[config.mk]
export PLATFORM = sky130hd
export DESIGN_NAME = hazard_ctrl_unit
export DESIGN_NICKNAME = d
export VERILOG_FILES = /design/src/rtl/hazard_ctrl_unit_pkg.sv /design/src/rtl/hazard_ctrl_unit_forward_sel.sv /design/src/rtl/hazard_ctrl_unit.sv
export SDC_FILE = /design/constraint.sdc
export NUM_CORES = 1
export LEC_CHECK = 0
export ABC_AREA = 1
export BUFFER_PORTS_ARGS = -buffer_cell sky130_fd_sc_hd__buf_2
export CORE_AREA = 5 5 142 144
export CTS_CLUSTER_DIAMETER = 30
export CTS_CLUSTER_SIZE = 12
export DETAILED_ROUTE_END_ITERATION = 6
export DIE_AREA = 0 0 147 149
export MAX_ROUTING_LAYER = met4
export PLACE_DENSITY = 0.54
export SYNTH_ARGS = -nofsm -noshare
export SYNTH_HDL_FRONTEND = slang
export SYNTH_SLANG_ARGS = --single-unit
export TNS_END_PERCENT = 50
[constraint.sdc]
create_clock -name clk -period 2.3 [get_ports clk]
set_clock_uncertainty 0.05 [all_clocks]
set_input_delay 0.23 -clock clk [delete_from_list [all_inputs] [get_ports clk]]
set_output_delay 0.23 -clock clk [all_outputs]
set_load 0.01 [all_outputs]
[src/rtl/hazard_ctrl_unit_pkg.sv]
// rtl/hazard_ctrl_unit_pkg.sv - shared pipeline encodings for the hazard control unit
package hazard_ctrl_unit_pkg;

  // ALU operand source selects
  localparam logic [1:0] FWD_REGFILE = 2'b00;
  localparam logic [1:0] FWD_MEMWB   = 2'b01;
  localparam logic [1:0] FWD_EXMEM   = 2'b10;

  // Architectural zero register, never a real producer
  localparam logic [4:0] REG_X0 = 5'd0;

  // Flush sequencer states
  typedef enum logic {
    ST_RUN   = 1'b0,
    ST_FLUSH = 1'b1
  } hcu_state_e;

  // True when a stage really produces the register a consumer wants
  function automatic logic producer_hit(input logic       reg_write,
                                        input logic [4:0] dst_rd,
                                        input logic [4:0] src_rs);
    return reg_write && (dst_rd != REG_X0) && (dst_rd == src_rs);
  endfunction

endpackage

[src/rtl/hazard_ctrl_unit_forward_sel.sv]
// rtl/hazard_ctrl_unit_forward_sel.sv - ALU operand forwarding select for one source operand
import hazard_ctrl_unit_pkg::*;

module forward_sel (
  input  logic [4:0] src_rs,
  input  logic [4:0] exmem_rd,
  input  logic       exmem_reg_write,
  input  logic [4:0] memwb_rd,
  input  logic       memwb_reg_write,
  output logic [1:0] fwd_sel
);

  // EX/MEM holds the younger result, so it is checked first
  always_comb begin
    fwd_sel = FWD_REGFILE;
    if (producer_hit(exmem_reg_write, exmem_rd, src_rs)) begin
      fwd_sel = FWD_EXMEM;
    end else if (producer_hit(memwb_reg_write, memwb_rd, src_rs)) begin
      fwd_sel = FWD_MEMWB;
    end
  end

endmodule

[src/rtl/hazard_ctrl_unit.sv]
// rtl/hazard_ctrl_unit.sv - pipeline stall, flush, freeze and forwarding control
import hazard_ctrl_unit_pkg::*;

module hazard_ctrl_unit #(
  parameter int FLUSH_CYCLES = 1,
  parameter int COUNT_W      = 32
) (
  input  logic               clk,
  input  logic               reset,
  input  logic [4:0]         ifid_rs1,
  input  logic [4:0]         ifid_rs2,
  input  logic               ifid_use_rs1,
  input  logic               ifid_use_rs2,
  input  logic [4:0]         idex_rs1,
  input  logic [4:0]         idex_rs2,
  input  logic [4:0]         idex_rd,
  input  logic               idex_MemRead,
  input  logic [4:0]         exmem_rd,
  input  logic               exmem_RegWrite,
  input  logic [4:0]         memwb_rd,
  input  logic               memwb_RegWrite,
  input  logic               branch_taken_ex,
  input  logic               mem_busy,
  output logic               pc_write,
  output logic               ifid_write,
  output logic               ifid_flush,
  output logic               idex_bubble,
  output logic               pipe_freeze,
  output logic [1:0]         forward_a,
  output logic [1:0]         forward_b,
  output logic [COUNT_W-1:0] stall_count,
  output logic [COUNT_W-1:0] flush_count
);

  // Cycles still to flush after the branch cycle itself
  localparam logic [1:0] FLUSH_RELOAD = 2'(FLUSH_CYCLES - 1);
  localparam logic [COUNT_W-1:0] COUNT_ONE = COUNT_W'(1);

  hcu_state_e         state_q, state_d;
  logic [1:0]         fcnt_q, fcnt_d;
  logic [COUNT_W-1:0] stall_q, stall_d;
  logic [COUNT_W-1:0] flush_q, flush_d;

  logic       load_use;
  logic       stall_inc;
  logic       flush_inc;
  logic [1:0] fwd_a_raw;
  logic [1:0] fwd_b_raw;

  forward_sel u_fwd_a (
    .src_rs          (idex_rs1),
    .exmem_rd        (exmem_rd),
    .exmem_reg_write (exmem_RegWrite),
    .memwb_rd        (memwb_rd),
    .memwb_reg_write (memwb_RegWrite),
    .fwd_sel         (fwd_a_raw)
  );

  forward_sel u_fwd_b (
    .src_rs          (idex_rs2),
    .exmem_rd        (exmem_rd),
    .exmem_reg_write (exmem_RegWrite),
    .memwb_rd        (memwb_rd),
    .memwb_reg_write (memwb_RegWrite),
    .fwd_sel         (fwd_b_raw)
  );

  // Load in EX whose destination the ID instruction is about to read
  always_comb begin
    load_use = idex_MemRead && (idex_rd != REG_X0) &&
               ((ifid_use_rs1 && (ifid_rs1 == idex_rd)) ||
                (ifid_use_rs2 && (ifid_rs2 == idex_rd)));
  end

  // Forwarding selects are parked on the register file while in reset
  always_comb begin
    forward_a = reset ? fwd_a_raw : FWD_REGFILE;
    forward_b = reset ? fwd_b_raw : FWD_REGFILE;
  end

  // Next state and pipeline controls; freeze beats flush beats load-use
  always_comb begin
    state_d     = state_q;
    fcnt_d      = fcnt_q;
    stall_inc   = 1'b0;
    flush_inc   = 1'b0;
    pc_write    = 1'b1;
    ifid_write  = 1'b1;
    ifid_flush  = 1'b0;
    idex_bubble = 1'b0;
    pipe_freeze = 1'b0;

    if (!reset) begin
      pc_write    = 1'b0;
      ifid_write  = 1'b0;
      ifid_flush  = 1'b1;
      idex_bubble = 1'b1;
      state_d     = ST_RUN;
      fcnt_d      = 2'd0;
    end else if (mem_busy) begin
      // Whole pipe holds; the sequencer waits with it
      pipe_freeze = 1'b1;
      pc_write    = 1'b0;
      ifid_write  = 1'b0;
      stall_inc   = 1'b1;
    end else if (state_q == ST_FLUSH) begin
      // EX holds a bubble here, so a branch flag is meaningless and ignored
      ifid_flush  = 1'b1;
      idex_bubble = 1'b1;
      if (fcnt_q <= 2'd1) begin
        state_d = ST_RUN;
        fcnt_d  = 2'd0;
      end else begin
        fcnt_d = fcnt_q - 2'd1;
      end
    end else if (branch_taken_ex) begin
      ifid_flush  = 1'b1;
      idex_bubble = 1'b1;
      flush_inc   = 1'b1;
      if (FLUSH_CYCLES > 1) begin
        state_d = ST_FLUSH;
        fcnt_d  = FLUSH_RELOAD;
      end
    end else if (load_use) begin
      // One bubble clears MemRead in EX, so this lasts a single cycle
      pc_write    = 1'b0;
      ifid_write  = 1'b0;
      idex_bubble = 1'b1;
      stall_inc   = 1'b1;
    end
  end

  // Saturating performance counters
  always_comb begin
    stall_d = stall_q;
    flush_d = flush_q;
    if (stall_inc && (stall_q != '1)) begin
      stall_d = stall_q + COUNT_ONE;
    end
    if (flush_inc && (flush_q != '1)) begin
      flush_d = flush_q + COUNT_ONE;
    end
  end

  // State, flush counter and perf counter registers
  always_ff @(posedge clk or negedge reset) begin
    if (!reset) begin
      state_q <= ST_RUN;
      fcnt_q  <= 2'd0;
      stall_q <= '0;
      flush_q <= '0;
    end else begin
      state_q <= state_d;
      fcnt_q  <= fcnt_d;
      stall_q <= stall_d;
      flush_q <= flush_d;
    end
  end

  assign stall_count = stall_q;
  assign flush_count = flush_q;

endmodule

==> reports/summary.txt <==
DR WL/cell = 13.41 um
First-pass GRT wire length = 24.43 mm
WS Path Type = reg2reg
Reg power frac = 41.4%
DRT Pass-1 Iters = 5
WP data arrival = 2.22 ns
Clock network power share = 40.9%
Grt met2 use = 21.04%
TritonCTS Buffers = 9
Final HPWL DP = 11.67 mm
# Post-CTS Setup Buffers = 0
Clk Tree Root Cell = clkbuf_16
Cells on worst reg2reg path = 10
Critical Path Source Type = flip-flop
Dominant cell by count in the synthesized netlist = nand2_1
Die height = 149 um
Crit share post-route = 87.32%
Post-Syn Nets = 777
Most instantiated cells after synthesis = 281 x nand2_1, 104 x nor2_1, 71 x inv_1
CTS tree = yes
Worst min-delay path category = in2reg
Io pins = 117
Syn Std Cell Area = 0.004783 sq mm
# rows = 50
Final setup fails = 0
Place WS = 0.1887 ns
H-tree depth = 3
RSZ-0062 raised after global routing = false
GR Util All Layers = 14.09%
GPL Wtd Cong = 0.9202
Layout cell share with drive strength beyond 1 = 17.96%
Initial antenna violation count = 0
Vias per std cell = 4.481
Combinational cell fraction of total power = 17.7%
Worst-Margin Slew = 0.6495 ns
Final ANT Viol Nets = 0
Filler instances = 2028
Full die area = 0.02190 sq mm
Peak supply drop = 0.2225 mV
P_int = 2.401 mW
Clk sink count = 67
Cell Pwr Density = 567.7 mW/mm^2
Synthesized instance count = 731
Clk slew on worst S/H paths = 0.06 ns
Share of the synthesized area in the top cell type = 35.05%
Crit path max fanout = 32
Final Hold Viols = 0
Achievable frequency = 497.9 MHz
Area grow syn2layout = 25.11%
Sw Ratio = 29.33%
Largest net degree at the start of global routing = 48
Fin crit period = 2.008 ns
Synth unique cells = 30
Top cells by area, synth = dfrtp_1 35%, nand2_1 22%, nor2_1 8.2%
Syn. warnings = 0
Die W = 147 um
Multi-input logic area = 0.002740 sq mm
Worst endpoint required time = 2.51 ns
Fin nets = 905
Met1 Use GR = 19.75%
Gr busiest metal = met2
Final WS setup = 0.2916 ns
Initial Util = 25.74%
Status = finished, final reports clean
N_diodes = 0
P_leak = 3.110 nW
PortBufs = 116
Initial DRC Count = 293
Clk Latency, worst-skew pair = 0.33 ns
Sequential share of the synthesized area = 35.05%
Syn avg cell area = 6.544 sq um
Core Area = 0.01858 sq mm
Via count = 4916
Clk buf depth = 2
Rel. slew slack = 56.70%
Post-synth EDFFs = 0
Vias in the first global route = 4767
Sw power = 0.9962 mW
Synth area leader = dfrtp_1
Max cap viols = 0
Register Area = 0.001677 sq mm
Setup Total Neg Slack = 0 ns
Hold Crit Depth = 3
Kind of end point of the critical path = flip-flop
DR DRC count = 0
GRT met3 Usage = 2.036%
Grt ovf = 0
Top_reg_cell synth = dfrtp_1
Asr flop ratio synth = 100.0%
Count of pins over their slew limit = 0
Final WL = 14.71 mm
Synth Register Bits = 67
[final cells by class]
type                    count  area share [%]
repair buffers            132           11.79
inverters                  73           4.579
well taps                 234           4.892
clock buffers              13           4.349
multi-input cells         576           45.79
flip-flops and latches     67           28.02
clock inverters             2          0.5854
[per-layer routing]
layer / up-vias / part of all wire (%)
met5: - / 0
met1: 2227 / 50
met2: 130 / 44
met4: 0 / 1.4
met3: 12 / 4.7
li1: 2547 / -
[worst paths after layout]
kind                                startpoint               to  slack (ns)
worst max-delay path            stall_count[6]  stall_count[31]        0.29
worst min-delay path                  mem_busy          state_q        0.14
worst max register to register  stall_count[6]  stall_count[31]        0.29
worst min register to register       fcnt_q[1]        fcnt_q[1]        0.45
max in group asynchronous                reset  flush_count[28]        1.11
min in group asynchronous                reset        fcnt_q[0]        0.22
[worst max-delay path: stages, from the launching register on]
cell and delay [ns]:
dfrtp_1 0.45, nand2_1 0.12, nor2_1 0.21, nand3_2 0.14
nor2_1 0.12, nand3_1 0.10, nand2_1 0.10, inv_2 0.14
nand2_4 0.33, nand2_1 0.09, nand2_1 0.07
[power groups by stage]
stage,clock (mW),combinational (mW),sequential [mW]
floorplan,0,0.289,1.43
global placement,0,0.607,1.42
detailed placement,0,0.607,1.43
CTS,1.45,0.611,1.41
global route,1.49,0.683,1.42
finish,1.39,0.600,1.41
[sequential cells by signal, summed over array words and instances, names as in the netlist]
signal and count:
fcnt_q 2, flush_count 32, stall_count 32, state_q 1
[cells in the final DEF (no fill, tap or decap), types with 2 or more instances in the layout]
cell type    n
nand4_1     13
nand3_1     50
dfrtp_1     67
buf_4       16
a21oi_1      2
xnor2_1     20
nand2_4      2
nand2_1    281
clkbuf_8     2
xor2_1      41
inv_2        2
o21ai_1      6
nor3_1      20
a211oi_1     2
nor2_1     104
nor3_2       2
inv_1       71
o21ai_0     10
buf_2      115
clkbuf_16    9
ha_1         2
nor2_2       2
clkbuf_1     2
nand3b_1    12
[through the flow]
step / area (sq um) / std cells / total power, mW / hold WS [ns] / utilization (%)
floorplan: 4783 / 731 / 1.721 / -0.1156 / -
global placement: 5674 / 1081 / 2.032 / 0.02414 / 30.54
detailed placement: 5674 / 1081 / 2.034 / 0.02565 / 30.54
CTS: 5979 / 1097 / 3.466 / 0.1282 / 32.18
global route: 5984 / 1097 / 3.594 / 0.1496 / 32.21
finish: 5984 / 1097 / 3.397 / 0.1447 / 32.21
[cell families after synthesis]
family / after synthesis / synth area share [%]
compound gates: 23 / 2.694
fa+ha+maj: 2 / 0.5231
xor+xnor: 61 / 11.17
buf+inv: 88 / 7.769
simple gates: 490 / 42.79
flops: 67 / 35.05
[timing repair]
item                                    in CTS  in global routing
hold endpoints to repair                    20                  0
endpoints found under the setup margin       0                  2
gates resized for setup                      0                  1
hold buffers                                 1                  0
(Power assumes the default switching activity.)
